<file path="src/rtl/video_pkg.sv">
// Shared video pipeline definitions: sprite register map, sprite geometry and
// the timing bundle that travels alongside pixel data through every stage.
package video_pkg;

    localparam int SPRITE_SIZE = 16;

    localparam logic [4:0] SPR_XPOS   = 5'h00;
    localparam logic [4:0] SPR_YPOS   = 5'h01;
    localparam logic [4:0] SPR_COLOUR = 5'h02;
    localparam logic [4:0] SPR_CTRL   = 5'h03;
    localparam logic [4:0] SPR_ROW0   = 5'h10;

    typedef struct packed {
        logic visible;
        logic end_of_line;
        logic end_of_frame;
        logic hsync_n;
        logic vsync_n;
    } video_timing_t;

    // Syncs are active low, so the idle bundle keeps them high.
    localparam video_timing_t TIMING_IDLE = '{
        visible: 1'b0, end_of_line: 1'b0, end_of_frame: 1'b0,
        hsync_n: 1'b1, vsync_n: 1'b1
    };

    // Field order puts enable on data bit 0 and invert on data bit 1.
    typedef struct packed {
        logic invert;
        logic enable;
    } sprite_ctrl_t;

endpackage

</file>
<file path="src/rtl/sprite_overlay_if.sv">
// Simple synchronous register write port used to configure the sprite stage.
interface sprite_overlay_if;
    logic        we;
    logic [4:0]  addr;
    logic [23:0] data;

    modport master (output we, output addr, output data);
    modport slave  (input  we, input  addr, input  data);
endinterface

</file>
<file path="src/rtl/sprite_regs.sv">
// Shadow/active sprite register file; active copies reload from the shadows
// only on the end-of-frame cycle so a frame is always drawn with one config.
module sprite_regs
    import video_pkg::*;
#(
    parameter int X_BITS = 11,
    parameter int Y_BITS = 10
) (
    input  logic                                     clk_i,
    input  logic                                     rst_i,
    sprite_overlay_if.slave                          cfg,
    input  logic                                     frame_latch_i,
    output logic [X_BITS-1:0]                        xpos_o,
    output logic [Y_BITS-1:0]                        ypos_o,
    output logic [23:0]                              colour_o,
    output sprite_ctrl_t                             ctrl_o,
    output logic [SPRITE_SIZE-1:0][SPRITE_SIZE-1:0]  rows_o
);

    logic [X_BITS-1:0] sh_xpos_q, sh_xpos_d, act_xpos_q, act_xpos_d;
    logic [Y_BITS-1:0] sh_ypos_q, sh_ypos_d, act_ypos_q, act_ypos_d;
    logic [23:0]       sh_colour_q, sh_colour_d, act_colour_q, act_colour_d;
    sprite_ctrl_t      sh_ctrl_q, sh_ctrl_d, act_ctrl_q, act_ctrl_d;

    // The latch reads the shadow flops, so a write in the latch cycle lands a frame later.
    always_comb begin
        sh_xpos_d    = sh_xpos_q;
        sh_ypos_d    = sh_ypos_q;
        sh_colour_d  = sh_colour_q;
        sh_ctrl_d    = sh_ctrl_q;
        act_xpos_d   = act_xpos_q;
        act_ypos_d   = act_ypos_q;
        act_colour_d = act_colour_q;
        act_ctrl_d   = act_ctrl_q;
        if (frame_latch_i) begin
            act_xpos_d   = sh_xpos_q;
            act_ypos_d   = sh_ypos_q;
            act_colour_d = sh_colour_q;
            act_ctrl_d   = sh_ctrl_q;
        end
        if (cfg.we) begin
            case (cfg.addr)
                SPR_XPOS:   sh_xpos_d   = cfg.data[X_BITS-1:0];
                SPR_YPOS:   sh_ypos_d   = cfg.data[Y_BITS-1:0];
                SPR_COLOUR: sh_colour_d = cfg.data;
                SPR_CTRL:   sh_ctrl_d   = sprite_ctrl_t'(cfg.data[1:0]);
                default:    ;
            endcase
        end
    end

    always_ff @(posedge clk_i) begin
        if (rst_i) begin
            sh_xpos_q    <= '0;
            sh_ypos_q    <= '0;
            sh_colour_q  <= '0;
            sh_ctrl_q    <= '0;
            act_xpos_q   <= '0;
            act_ypos_q   <= '0;
            act_colour_q <= '0;
            act_ctrl_q   <= '0;
        end else begin
            sh_xpos_q    <= sh_xpos_d;
            sh_ypos_q    <= sh_ypos_d;
            sh_colour_q  <= sh_colour_d;
            sh_ctrl_q    <= sh_ctrl_d;
            act_xpos_q   <= act_xpos_d;
            act_ypos_q   <= act_ypos_d;
            act_colour_q <= act_colour_d;
            act_ctrl_q   <= act_ctrl_d;
        end
    end

    for (genvar gi = 0; gi < SPRITE_SIZE; gi++) begin : g_row
        logic [SPRITE_SIZE-1:0] sh_row_q, sh_row_d, act_row_q, act_row_d;

        always_comb begin
            sh_row_d  = sh_row_q;
            act_row_d = act_row_q;
            if (frame_latch_i) begin
                act_row_d = sh_row_q;
            end
            if (cfg.we && (cfg.addr == SPR_ROW0 + 5'(gi))) begin
                sh_row_d = cfg.data[SPRITE_SIZE-1:0];
            end
        end

        always_ff @(posedge clk_i) begin
            if (rst_i) begin
                sh_row_q  <= '0;
                act_row_q <= '0;
            end else begin
                sh_row_q  <= sh_row_d;
                act_row_q <= act_row_d;
            end
        end

        assign rows_o[gi] = act_row_q;
    end

    assign xpos_o   = act_xpos_q;
    assign ypos_o   = act_ypos_q;
    assign colour_o = act_colour_q;
    assign ctrl_o   = act_ctrl_q;

endmodule

</file>
<file path="src/rtl/sprite_overlay.sv">
// 16x16 1bpp cursor overlay: stage 1 tracks the raster position and hit-tests
// the bitmap, stage 2 composites the colour; timing follows with equal latency.
module sprite_overlay
    import video_pkg::*;
#(
    parameter int X_BITS = 11,
    parameter int Y_BITS = 10
) (
    input  logic             clk_i,
    input  logic             rst_i,
    input  logic             visible_i,
    input  logic             end_of_line_i,
    input  logic             end_of_frame_i,
    input  logic             hsync_n_i,
    input  logic             vsync_n_i,
    input  logic [23:0]      rgb_i,
    output logic             visible_o,
    output logic             end_of_line_o,
    output logic             end_of_frame_o,
    output logic             hsync_n_o,
    output logic             vsync_n_o,
    output logic [23:0]      rgb_o,
    sprite_overlay_if.slave  cfg
);

    logic [X_BITS-1:0]                       act_xpos;
    logic [Y_BITS-1:0]                       act_ypos;
    logic [23:0]                             act_colour;
    sprite_ctrl_t                            act_ctrl;
    logic [SPRITE_SIZE-1:0][SPRITE_SIZE-1:0] act_rows;

    sprite_regs #(.X_BITS(X_BITS), .Y_BITS(Y_BITS)) u_regs (
        .clk_i         (clk_i),
        .rst_i         (rst_i),
        .cfg           (cfg),
        .frame_latch_i (end_of_frame_i),
        .xpos_o        (act_xpos),
        .ypos_o        (act_ypos),
        .colour_o      (act_colour),
        .ctrl_o        (act_ctrl),
        .rows_o        (act_rows)
    );

    logic [X_BITS-1:0] x_q, x_d, dx;
    logic [Y_BITS-1:0] y_q, y_d, dy;
    logic              hit;

    always_comb begin
        x_d = x_q;
        y_d = y_q;
        if (end_of_line_i) begin
            x_d = '0;
        end else if (visible_i) begin
            x_d = x_q + X_BITS'(1);
        end
        if (end_of_frame_i) begin
            y_d = '0;
        end else if (end_of_line_i) begin
            y_d = y_q + Y_BITS'(1);
        end
    end

    // Unsigned differences make positions left/above the sprite wrap to large values.
    assign dx  = x_q - act_xpos;
    assign dy  = y_q - act_ypos;
    assign hit = act_ctrl.enable & visible_i
               & (dx < X_BITS'(SPRITE_SIZE)) & (dy < Y_BITS'(SPRITE_SIZE))
               & act_rows[dy[3:0]][~dx[3:0]];

    video_timing_t s1_tim_q, s1_tim_d, out_tim_q;
    logic [23:0]   s1_rgb_q, s1_colour_q, out_rgb_q, out_rgb_d;
    logic          s1_hit_q, s1_invert_q;

    always_comb begin
        s1_tim_d = '{visible: visible_i, end_of_line: end_of_line_i,
                     end_of_frame: end_of_frame_i, hsync_n: hsync_n_i,
                     vsync_n: vsync_n_i};
        out_rgb_d = s1_rgb_q;
        if (s1_hit_q) begin
            out_rgb_d = s1_invert_q ? ~s1_rgb_q : s1_colour_q;
        end
    end

    // Colour and mode travel with the hit so a frame latch cannot split a pixel.
    always_ff @(posedge clk_i) begin
        if (rst_i) begin
            x_q         <= '0;
            y_q         <= '0;
            s1_tim_q    <= TIMING_IDLE;
            s1_rgb_q    <= '0;
            s1_hit_q    <= 1'b0;
            s1_invert_q <= 1'b0;
            s1_colour_q <= '0;
            out_tim_q   <= TIMING_IDLE;
            out_rgb_q   <= '0;
        end else begin
            x_q         <= x_d;
            y_q         <= y_d;
            s1_tim_q    <= s1_tim_d;
            s1_rgb_q    <= rgb_i;
            s1_hit_q    <= hit;
            s1_invert_q <= act_ctrl.invert;
            s1_colour_q <= act_colour;
            out_tim_q   <= s1_tim_q;
            out_rgb_q   <= out_rgb_d;
        end
    end

    assign visible_o      = out_tim_q.visible;
    assign end_of_line_o  = out_tim_q.end_of_line;
    assign end_of_frame_o = out_tim_q.end_of_frame;
    assign hsync_n_o      = out_tim_q.hsync_n;
    assign vsync_n_o      = out_tim_q.vsync_n;
    assign rgb_o          = out_rgb_q;

endmodule

</file>
<file path="src/flat_wrapper.sv">
// flat-port wrapper written by rule: the top's interface ports become plain ports
module sprite_overlay_flat import video_pkg::*;
#(
    parameter int X_BITS = 11,
    parameter int Y_BITS = 10
)
  (clk_i, rst_i, visible_i, end_of_line_i, end_of_frame_i, hsync_n_i, vsync_n_i, rgb_i, visible_o, end_of_line_o, end_of_frame_o, hsync_n_o, vsync_n_o, rgb_o, cfg_we, cfg_addr, cfg_data);
  sprite_overlay_if cfg_i ();
  input  logic clk_i;
  input  logic rst_i;
  input  logic visible_i;
  input  logic end_of_line_i;
  input  logic end_of_frame_i;
  input  logic hsync_n_i;
  input  logic vsync_n_i;
  input  logic [23:0] rgb_i;
  output logic visible_o;
  output logic end_of_line_o;
  output logic end_of_frame_o;
  output logic hsync_n_o;
  output logic vsync_n_o;
  output logic [23:0] rgb_o;
  input wire logic [$bits(cfg_i.we)-1:0] cfg_we;
  input wire logic [$bits(cfg_i.addr)-1:0] cfg_addr;
  input wire logic [$bits(cfg_i.data)-1:0] cfg_data;
  assign cfg_i.we = cfg_we;
  assign cfg_i.addr = cfg_addr;
  assign cfg_i.data = cfg_data;
  sprite_overlay #(.X_BITS(X_BITS), .Y_BITS(Y_BITS)) u_core (.clk_i(clk_i), .rst_i(rst_i), .visible_i(visible_i), .end_of_line_i(end_of_line_i), .end_of_frame_i(end_of_frame_i), .hsync_n_i(hsync_n_i), .vsync_n_i(vsync_n_i), .rgb_i(rgb_i), .visible_o(visible_o), .end_of_line_o(end_of_line_o), .end_of_frame_o(end_of_frame_o), .hsync_n_o(hsync_n_o), .vsync_n_o(vsync_n_o), .rgb_o(rgb_o), .cfg(cfg_i));
endmodule
</file>
<file path="config.mk">
export PLATFORM = sky130hd
export DESIGN_NAME = sprite_overlay_flat
export DESIGN_NICKNAME = d
export VERILOG_FILES = /design/src/rtl/video_pkg.sv /design/src/rtl/sprite_overlay_if.sv /design/src/rtl/sprite_regs.sv /design/src/rtl/sprite_overlay.sv /design/src/flat_wrapper.sv
export SDC_FILE = /design/constraint.sdc
export NUM_CORES = 1
export LEC_CHECK = 0
export BUFFER_PORTS_ARGS = -buffer_cell sky130_fd_sc_hd__buf_2
export CAP_MARGIN = 20
export CELL_PAD_IN_SITES_DETAIL_PLACEMENT = 0
export CELL_PAD_IN_SITES_GLOBAL_PLACEMENT = 1
export CORE_UTILIZATION = 48
export DETAILED_ROUTE_END_ITERATION = 10
export GPL_TIMING_DRIVEN = 0
export PLACE_DENSITY = 0.79
export SYNTH_ARGS = -nofsm -noshare
export SYNTH_HDL_FRONTEND = slang
export SYNTH_SLANG_ARGS = --single-unit
</file>
<file path="constraint.sdc">
create_clock -name clk_i -period 4.1 [get_ports clk_i]
set_clock_uncertainty 0.2 [all_clocks]
set_input_delay 0.41 -clock clk_i [delete_from_list [all_inputs] [get_ports clk_i]]
set_output_delay 0.41 -clock clk_i [all_outputs]
set_load 0.005 [all_outputs]
</file>
---- Word level (Yosys, flattened, before mapping) ----
Index checks and enable logic that the tools add are counted.
operators by class
  add/subtract/negate cells ............... 4
  magnitude comparators ................... 4
  equality and inequality tests ........... 19
  mux-type cells .......................... 6
  bitwise logic cells ..................... 6
  reductions and logical operators ........ 23
operators with widths
  cell                   number
  $eq 5x5->1 const B     16
  $bmux 16 s4            1
  $mux 24                2
  $not 24->24            1
  $logic_and 1x1->1      16
  $mux 16                1
  $add 11x1->11 const B  1
  $lt 11x5->1 const B    1
  $sub 11x11->11         1
  $add 10x1->10 const B  1
  $eq 5x2->1 const B     2
  $lt 10x5->1 const B    1
  $lt 4x5->1 const B     2
  $sub 10x10->10         1
  $reduce_and 2->1       4
  $eq 5x1->1 const B     1
  $logic_not 5->1        1
  $and 1x1->1            4
  $bmux 1 s4             1
  $not 4->4              1
  $reduce_or 2->1        2
  $mux 1                 1
storage, ports and cells
  flip-flop bits (word level) ............. 711
  input port bits ......................... 61
  output and inout bits ................... 29
  logic and storage cells ................. 121

---- Depth between registers and ports, before layout ----
Gate-level depths: netlist of run 1.
  word-level depth ........................ 6
  depth in mapped cells ................... 13
  gate-level depth less buffers ........... 12

---- By module ----
From an unflattened synthesis of run 1, not the netlist that was laid out.
second synthesis, totals
  cells, all modules ...................... 2695
  area, all modules ....................... 29213.0 um^2
modules (own cells, without submodules)
  module          times used  cells each  area each (um^2)  sequential area each (um^2)
  sprite_regs     1           2039        22524.1           12131.6
  sprite_overlay  1           656         6688.9            2102.0

---- Worst setup path after synthesis of run 1 ----
OpenSTA, ideal clock, no wires.
  path kind ............................... reg2reg
  start point ............................. register u_core.y_q[0]
  end point ............................... register u_core.s1_hit_q
  library setup time ...................... 103 ps
  arrival time ............................ 2897 ps
  required time ........................... 3797 ps
  path slack .............................. 899 ps
  cell stages (with the launch flop) ...... 14
  period minus slack after synthesis ...... 3201 ps
  cell sequence ........................... dfxtp_1 -> inv_1 -> ha_1 -> fa_1 -> buf_4 -> buf_4 -> clkbuf_8 -> clkbuf_8 -> mux4_1 -> mux2i_1 -> a221oi_1 -> o21ai_1 -> a211o_1 -> a2111oi_2
on the way
  cells in the longest elaborated chain, start to end .. 6
  elaborated cells on any way between the ends .. 8
  those cells by class .................... add/sub: 1; order compare: 1; mux: 4; bitwise: 2
ends and longest elaborated chain
  item                           line                   source
  from (decl)                    sprite_overlay.sv:45   logic [Y_BITS-1:0] y_q, y_d, dy;
  from (signal assigned)         sprite_overlay.sv:98   y_q <= y_d;
  $sub 10x10->10 *               sprite_overlay.sv:65   assign dy = y_q - act_ypos;
  $bmux 16 s4                    sprite_overlay.sv:68   & act_rows[dy[3:0]][~dx[3:0]];
  $mux 16 (not written as such)  sprite_overlay.sv:68
  $bmux 1 s4                     sprite_overlay.sv:68
  $mux 1 (not written as such)   sprite_overlay.sv:68
  $and 1x1->1 *                  sprite_overlay.sv:68
  to (signal assigned)           sprite_overlay.sv:101  s1_hit_q <= hit;
  to (decl)                      sprite_overlay.sv:72   logic s1_hit_q, s1_invert_q;
Every way passes the cells marked *; elsewhere a longest branch is shown, timed or not. The select of a mux whose other input is x is not followed.
A chain may end at the register's enable or synchronous reset.

---- Worst setup path after layout of run 1 ----
Same ends and word-level chain as after synthesis.

==> results of run 1 <==
==> where the power goes <==
part           leakage, nW  internal [mW]  switching (mW)
clock network         1.20           3.85            2.84
logic                 5.69          0.240           0.494
registers             5.74           6.97          0.0299
==> timing repair <==
item | CTS | global route
gates resized for setup | 6 | 2
buffers inserted | 0 | 0
endpoints found under the hold margin | 38 | 0
hold buffers | 35 | 0
setup endpoints to repair | 1 | 1
==> cell usage in the layout (no fill, tap or decap), types with 3 or more instances in the layout <==
master and n:
nand2_1 598, or2_2 6, nand2b_1 4, xor2_1 17, o21ai_0 13, o21ai_1 3
xnor2_1 6, and3_1 4, inv_1 54, inv_16 3, a21boi_0 3, nor2_1 395
buf_1 28, nor2b_1 68, mux4_1 45, mux4_2 28, clkbuf_8 17, nand4_1 9
ha_1 21, or3_1 5, dfxtp_1 711, mux2i_1 363, nand3_1 12, clkbuf_16 75
clkbuf_1 186, buf_8 3, nor3_1 12, bufinv_16 3, buf_12 3, clkinv_2 15
buf_2 71, nor3b_1 3, a2111oi_0 3, a21oi_1 295, a211oi_1 28, buf_6 8
dlygate4sd3_1 35
==> state kept, by name, indices dropped and copies added, names as in the netlist, 11 cells and up <==
register / count
u_core.u_regs.g_row.act_row_q: 256
u_core.rgb_o: 24
u_core.u_regs.sh_colour_q: 24
u_core.u_regs.xpos_o: 11
u_core.s1_colour_q: 24
u_core.u_regs.sh_xpos_q: 11
u_core.x_q: 11
u_core.u_regs.colour_o: 24
u_core.u_regs.g_row.sh_row_q: 256
u_core.s1_rgb_q: 24
==> metal layers <==
metal	vias up	GRT usage (%)	part of all wire (%)
met2	746	45.5	46
li1	10300	-	-
met3	158	4.29	6.3
met5	-	0	0.028
met4	4	9.99	3.4
met1	10400	37.9	44
==> layout make-up <==
class / instances / area (sq um) / area share [%]
clock buffers: 108 / 2130 / 6.63
clock inverters: 27 / 294 / 0.915
inverters: 54 / 203 / 0.631
repair buffers: 112 / 810 / 2.52
multi-input cells: 1973 / 12500 / 39.0
diodes: 1 / 2.50 / 0.00779
well taps: 765 / 957 / 2.98
plain buffers: 211 / 956 / 2.98
flip-flops and latches: 711 / 14200 / 44.3
==> per-stage QoR <==
stage / total power [mW] / hold WS [ns] / TNS [ns]
detailed placement: 7.85 / 0.198 / -0.350
global placement: 7.83 / 0.191 / -0.382
global route: 14.8 / 0.0333 / 0
finish: 14.4 / 0.0201 / 0
floorplan: 7.56 / 0.189 / 0
CTS: 14.5 / 0.00760 / 0
==> final timing paths <==
path | to | cells after the start | slack (ns) | start
hold reg to reg | u_core.vsync_n_o$_SDFF_PP1_ | 1 | 0.21 | u_core.s1_tim_q[0]$_SDFF_PP1_
setup / recovery | u_core.s1_hit_q$_SDFF_PP0_ | 12 | 0.07 | u_core.y_q[0]$_SDFFE_PP0P_
hold / removal | u_core.s1_tim_q[3]$_SDFF_PP0_ | 2 | 0.02 | end_of_line_i
setup reg to reg | u_core.s1_hit_q$_SDFF_PP0_ | 12 | 0.07 | u_core.y_q[0]$_SDFFE_PP0P_
==> critical path: cells and delay by family, from the launching register on <==
family | cells | cell delay [ns]
adder cells (fa/ha/maj) | 2 | 0.73
flip-flops | 1 | 0.39
AO/OA/AOI/OAI | 4 | 1.26
buffers and inverters | 4 | 0.87
multiplexers | 2 | 0.44
==> cells by family after synthesis <==
family	count (synthesis)
AO/OA/AOI/OAI	362
XOR/XNOR	24
adder cells (fa/ha/maj)	23
buffers and inverters	266
flip-flops	711
multiplexers	437
AND/OR/NAND/NOR	1127
==> summary.txt, run 1 <==
Yosys
  – Compound-Gate Fraction of Synth Area: 7.08%
  – Yosys cell types: 61
  – Asr flop ratio synth: 0%
  – Top cell type's share of synthesized area: about 51%
  – Simple-gate share of the synthesized area: between 15 and 20%
  – Synth Area in XOR/XNOR: less than 1%
  – Ys flop type: dfxtp_1
  – Synth Net Count: 3,034
  – Synth Area in Adders: approximately 1.1%
  – Register area share after synthesis: between 50% and 60%
  – Yosys warnings: 0
  – Mux contribution to synthesized area: 19.5%
  – Synth Instances: slightly below 3,000
  – Syn Area/Cell: about 9.5 sq um
  – Commonest cells in the netlist: 711 x dfxtp_1, 598 x nand2_1, 395 x nor2_1
  – Synth Register Bits: 711
  – Top cells by area, synth: dfxtp_1 51%, mux2i_1 13%, nand2_1 8.0%
  – Dominant cell type by area after synthesis: dfxtp_1
  – Largest family of logic cells by synthesized area: multiplexers
  – Post-synth EDFFs: 0
  – Most frequent cell after synthesis: dfxtp_1
  – Mapped Area: 27,900 sq um

CTS
  – Clock Latency Late Sink: between 0.6 and 0.7 ns
  – H-tree depth: 3
  – CTS Root Buffer Type: clkbuf_16
  – Clock slew at reported path FFs: approximately 0.060 ns
  – Clock tree buffer depth: 3
  – CTS sink count: between 700 and 800
  – TritonCTS buffer count: 75
  – CTS tree: done

Worst setup path
  – Max incr delay on CP: between 0.5 and 0.6 ns
  – Crit start category: register
  – CP arrival: ~4.3 ns
  – Critical Path RT: between 4 and 5 ns
  – Crit Path Class: reg -> reg
  – Max stage delay cell, worst path: fa_1
  – Worst-path cell chain: inv_1 > ha_1 > fa_1 > buf_6 > buf_6 > clkbuf_8 > mux4_1 > mux2i_1 > a221oi_1 > o21ai_1 > a211o_1 > a2111oi_2
  – Most frequent cell on the critical path: buf_6
  – CP max FO: 10
  – Worst Setup End Kind: register

Pwr
  – Leak: around 13 nW
  – Max VDD drop: approximately 330 uV
  – PwrDens: roughly 450 nW/um^2

Die
  – I/O pin total: 90
  – Initial core utilization: 48.5%
  – Core box area: 57,600 sq um
  – Die Width: roughly 240 um
  – Die Y: 243 um
  – Die area: around 59,000 sq um
  – Site Rows: 88

Layout
  – Fillers: approximately 5,100
  – Utilization after layout: between 50% and 60%
  – Cell area after layout: ~32,000 sq um
  – Area Overhead vs Synth: 15.1%
  – Fin nets: ~3,200
  – Layout Cells excl Fill: 3,962
  – Layout cell share with drive strength beyond 1: 7.95%

STA
  – PnR worst setup slack: 0.0736 ns
  – Final worst path period share: 98.2%
  – RSZ-0062 raised after global routing: false
  – FMAX: ~0.25 GHz
  – Fin. max-slew vios: 0
  – Crit path time final: slightly above 4 ns
  – Worst-Margin Slew: between 1 and 1.5 ns
  – Endpoints failing setup: 0
  – Hold Vio Cnt, Final: 0
  – Slew headroom: around 19%

Routing
  – Average via count per standard cell: 5.46
  – Initial DRC Count: ~1,600
  – Routed len/inst: ~21 um
  – Final wirelength: around 83,000 um
  – DRT Pass-1 Iters: 5
  – DRC Markers: 0
  – Via count: roughly 22,000
  – Antenna-violating nets left: 0

Run
  – # Max-Cap Violations: 0

Place
  – Detail Placement HPWL: 59,900 um
  – Dpl ws: -0.350 ns
  – Post-DP Area: ~29,000 sq um
  – Number of port buffers: 70
  – GPL Wtd Cong: around 0.94
  – Post-Place Cells: 3,791

Hold path
  – Min-Delay Path Class: in -> reg

GRT
  – Largest net degree at the start of global routing: 20
  – Residual overflow from global routing: 0
  – First-pass GRT wire length: between 100,000 and 150,000 um
  – GRT Total Usage: between 20% and 30%
  – Vias in the first global route: 20,600
  – Initial antenna violation count: 3

Status
  – Status: finished, final reports clean
No activity file was read; power rests on OpenSTA's default activity.
==> run 2: changes to the inputs <==
==> constraint.sdc (replaced) <==
create_clock -name clk_i -period 4.1 [get_ports clk_i]
set_clock_uncertainty 0.2 [all_clocks]
set_input_delay 0 -clock clk_i [delete_from_list [all_inputs] [get_ports clk_i]]
set_output_delay 0 -clock clk_i [all_outputs]
set_load 0.005 [all_outputs]
==> run 2 against run 1 <==
  * Final cell count grew 2.2%
  * Cell area grew 2.8%
  * Global-route usage grew 0.57 points
  * Sequential power is essentially flat
  * Via count grew 1.6%
  * Flip-flop and latch count is the same
  * Clock power is essentially flat
  * Core utilization grew 1.5 points
==> summary.txt, run 2 (synthesized netlist as in run 1, its figures left out) <==
GRT
  – First-pass GRT wire length: 129,000 um (+2.3%)
  – GRT Total Usage: 28.6% (+0.57 points)
  – Residual overflow from global routing: 0 (unchanged)
  – Vias in the first global route: 21,200 (+2.8%)
  – Largest net degree at the start of global routing: 20 (unchanged)
  – Initial antenna violation count: 3 (unchanged)

Layout
  – Utilization after layout: 57.3% (+1.5 points)
  – Commonest non-fill, non-tap cell in the layout: dfxtp_1
  – Layout cell share with drive strength beyond 1: 7.73% (-0.22 points)
  – Commonest non-fill, non-tap cells in the layout: 711 x dfxtp_1, 598 x nand2_1, 395 x nor2_1
  – Area Overhead vs Synth: 18.3%
  – Multi-input gate area: 12,500 sq um (unchanged)
  – Layout Cells excl Fill: 4,051 (+2.2%)
  – Fin nets: 3,311 (+2.8%)
  – Cell area after layout: 33,000 sq um (+2.8%)
  – Top Registers: u_core.u_regs.g_row.act_row_q x256, u_core.u_regs.g_row.sh_row_q x256
  – Register area: 14,200 sq um (unchanged)
  – Fillers: 4,973 (-1.9%)

CTS
  – TritonCTS buffer count: 75 (unchanged)
  – CTS tree: done
  – Postcts setup bufs: 0 (unchanged)
  – CTS Root Buffer Type: clkbuf_16
  – Clock Latency Late Sink: 0.63 ns (about the same)
  – H-tree depth: 3 (unchanged)
  – Clock tree buffer depth: 3 (unchanged)
  – Clock slew at reported path FFs: 0.06 ns (about the same)
  – CTS sink count: 711 (unchanged)

Worst setup path
  – CP max FO: 10 (unchanged)
  – Worst Setup End Kind: register
  – Most frequent cell on the critical path: buf_6
  – WP buf/inv: 4 (unchanged)
  – Critical Path RT: 4.41 ns (about the same)
  – Max incr delay on CP: 0.51 ns (about the same)
  – Crit Path Class: reg -> reg
  – CP arrival: 4.33 ns (about the same)
  – Max stage delay cell, worst path: fa_1
  – Worst-path cell chain: inv_1 > ha_1 > fa_1 > buf_6 > buf_6 > clkbuf_8 > mux4_1 > mux2i_1 > a221oi_1 > o21ai_1 > a211o_1 > a2111oi_2
  – Delay-heaviest family, CP: compound AO/OA/AOI/OAI gates
  – Crit start category: register

Routing
  – Top Layer Used: met5
  – Met1 wire length: 37,400 um (+1.6%)
  – DRT Pass-1 Iters: 6 (+1)
  – Via count: 22,000 (+1.6%)
  – Wire length on met3: 5400 um (+2.2%)
  – Routed len/inst: 21.0 um (-0.13%)
  – DR WL met2: 39,500 um (+3.3%)
  – DRC Markers: 0 (unchanged)
  – Final wirelength: 85,000 um (+2.1%)
  – Antenna-violating nets left: 0 (unchanged)
  – Average via count per standard cell: 5.42 (-0.62%)
  – Initial DRC Count: 1,708 (+9.8%)

STA
  – Worst-Margin Slew: 1.20 ns (-0.0105 ns)
  – Fin. max-slew vios: 0 (unchanged)
  – FMAX: 0.249 GHz (+0.14%)
  – Endpoints failing setup: 0 (unchanged)
  – Hold Vio Cnt, Final: 0 (unchanged)
  – RSZ-0062 raised after global routing: false
  – Slew headroom: 20.2% (+0.70 points)
  – Final worst path period share: 98.1% (-0.14 points)
  – Setup TNS: 0 ns (unchanged)
  – Crit path time final: 4.02 ns (-0.00576 ns)
  – PnR worst setup slack: 0.0794 ns (+0.00576 ns)

Place
  – GPL Wtd Cong: 0.941 (unchanged)
  – Post-Place Cells: 3,791 (unchanged)
  – Number of port buffers: 70 (unchanged)
  – Detail Placement HPWL: 59,900 um (unchanged)
  – Post-DP Area: 29,300 sq um (unchanged)
  – Dpl ws: -0.350 ns (unchanged)

Pwr
  – Max VDD drop: 382 uV (+16%)
  – Reg power frac: 48.3% (-0.2 points)
  – Sw frac: 23.4% (+0.084 points)
  – Clk pwr share: 46.2% (-0.2 points)
  – Combinational power share: 5.5% (+0.4 points)
  – Power Internal: 11.1 mW (+0.46%)
  – PwrDens: 439 nW/um^2 (-2.1%)
  – Leak: 13.0 nW (+3.2%)
  – Net switching power: 3.40 mW (+0.93%)

Run
  – # Max-Cap Violations: 0 (unchanged)

Hold path
  – Min-Delay Path Class: in -> reg

Die
  – Die Y: 243 um (unchanged)
  – Die Width: 243 um (unchanged)
  – I/O pin total: 90 (unchanged)
  – Site Rows: 88 (unchanged)
  – Initial core utilization: 48.5% (unchanged)
  – Core box area: 57,600 sq um (unchanged)
  – Die area: 59,100 sq um (unchanged)

Status
  – Status: finished, final reports clean
-- run 2: cell count changes in the layout (fill, tap and decap cells not counted) --
cell,change
dlygate4sd3_1,+89
-- run 2: metrics by stage --
stage          hold slack, ns  total power, mW
6_report               0.0891             14.5
5_1_grt                 0.112             14.9
3_5_place_dp          -0.0106             7.85
3_3_place_gp          -0.0164             7.83
4_1_cts                0.0631             14.6
2_1_floorplan         -0.0962             7.56
-- run 2: tightest hold or removal path, delay by kind of cell --
| kind | cells | cell delay (ns) |
|---|---|---|
| buffers and inverters | 2 | 0.71 |
| multiplexers | 1 | 0.09 |
| AND/OR/NAND/NOR | 1 | 0.07 |
-- run 2: cell type report --
type                       instances  area share [%]
tap                              765            2.90
clock inverter                    27           0.891
antenna                            1         0.00758
buffer                           211            2.90
clock buffer                     108            6.45
inverter                          54           0.614
timing repair buffer             201            5.15
multi-input combinational       1973            38.0
sequential                       711            43.1
-- run 2: power groups by stage --
stage | Clock (mW) | Sequential (mW) | Combinational (mW)
CTS | 6.78 | 7.00 | 0.790
floorplan | 0 | 7.14 | 0.422
finish | 6.70 | 7.00 | 0.802
global placement | 0 | 7.15 | 0.683
detailed placement | 0 | 7.15 | 0.700
global route | 7.07 | 7.00 | 0.847
-- run 2: per-layer routing --
metal  global-route usage, %  vias to the layer above
met5                       0                        -
li1                        -                    10500
met1                    38.5                    10600
met4                    9.88                        2
met3                    4.10                      150
met2                    47.1                      726
-- run 2: path summary, 6_finish.rpt --
check | start | end | slack [ns] | cells after the start
worst max-delay path | u_core.y_q[0]$_SDFFE_PP0P_ | u_core.s1_hit_q$_SDFF_PP0_ | 0.08 | 12
worst min-delay path | visible_i | u_core.x_q[1]$_SDFFE_PP0P_ | 0.09 | 4
worst max register to register | u_core.y_q[0]$_SDFFE_PP0P_ | u_core.s1_hit_q$_SDFF_PP0_ | 0.08 | 12
worst min register to register | u_core.s1_tim_q[0]$_SDFF_PP1_ | u_core.vsync_n_o$_SDFF_PP1_ | 0.21 | 1
-- run 2: what timing repair did --
item	4_1_cts	5_1_grt
endpoints found under the setup margin	1	1
pin swaps	0	0
endpoints found under the hold margin	248	0
hold buffers	124	0
resized for setup	6	2
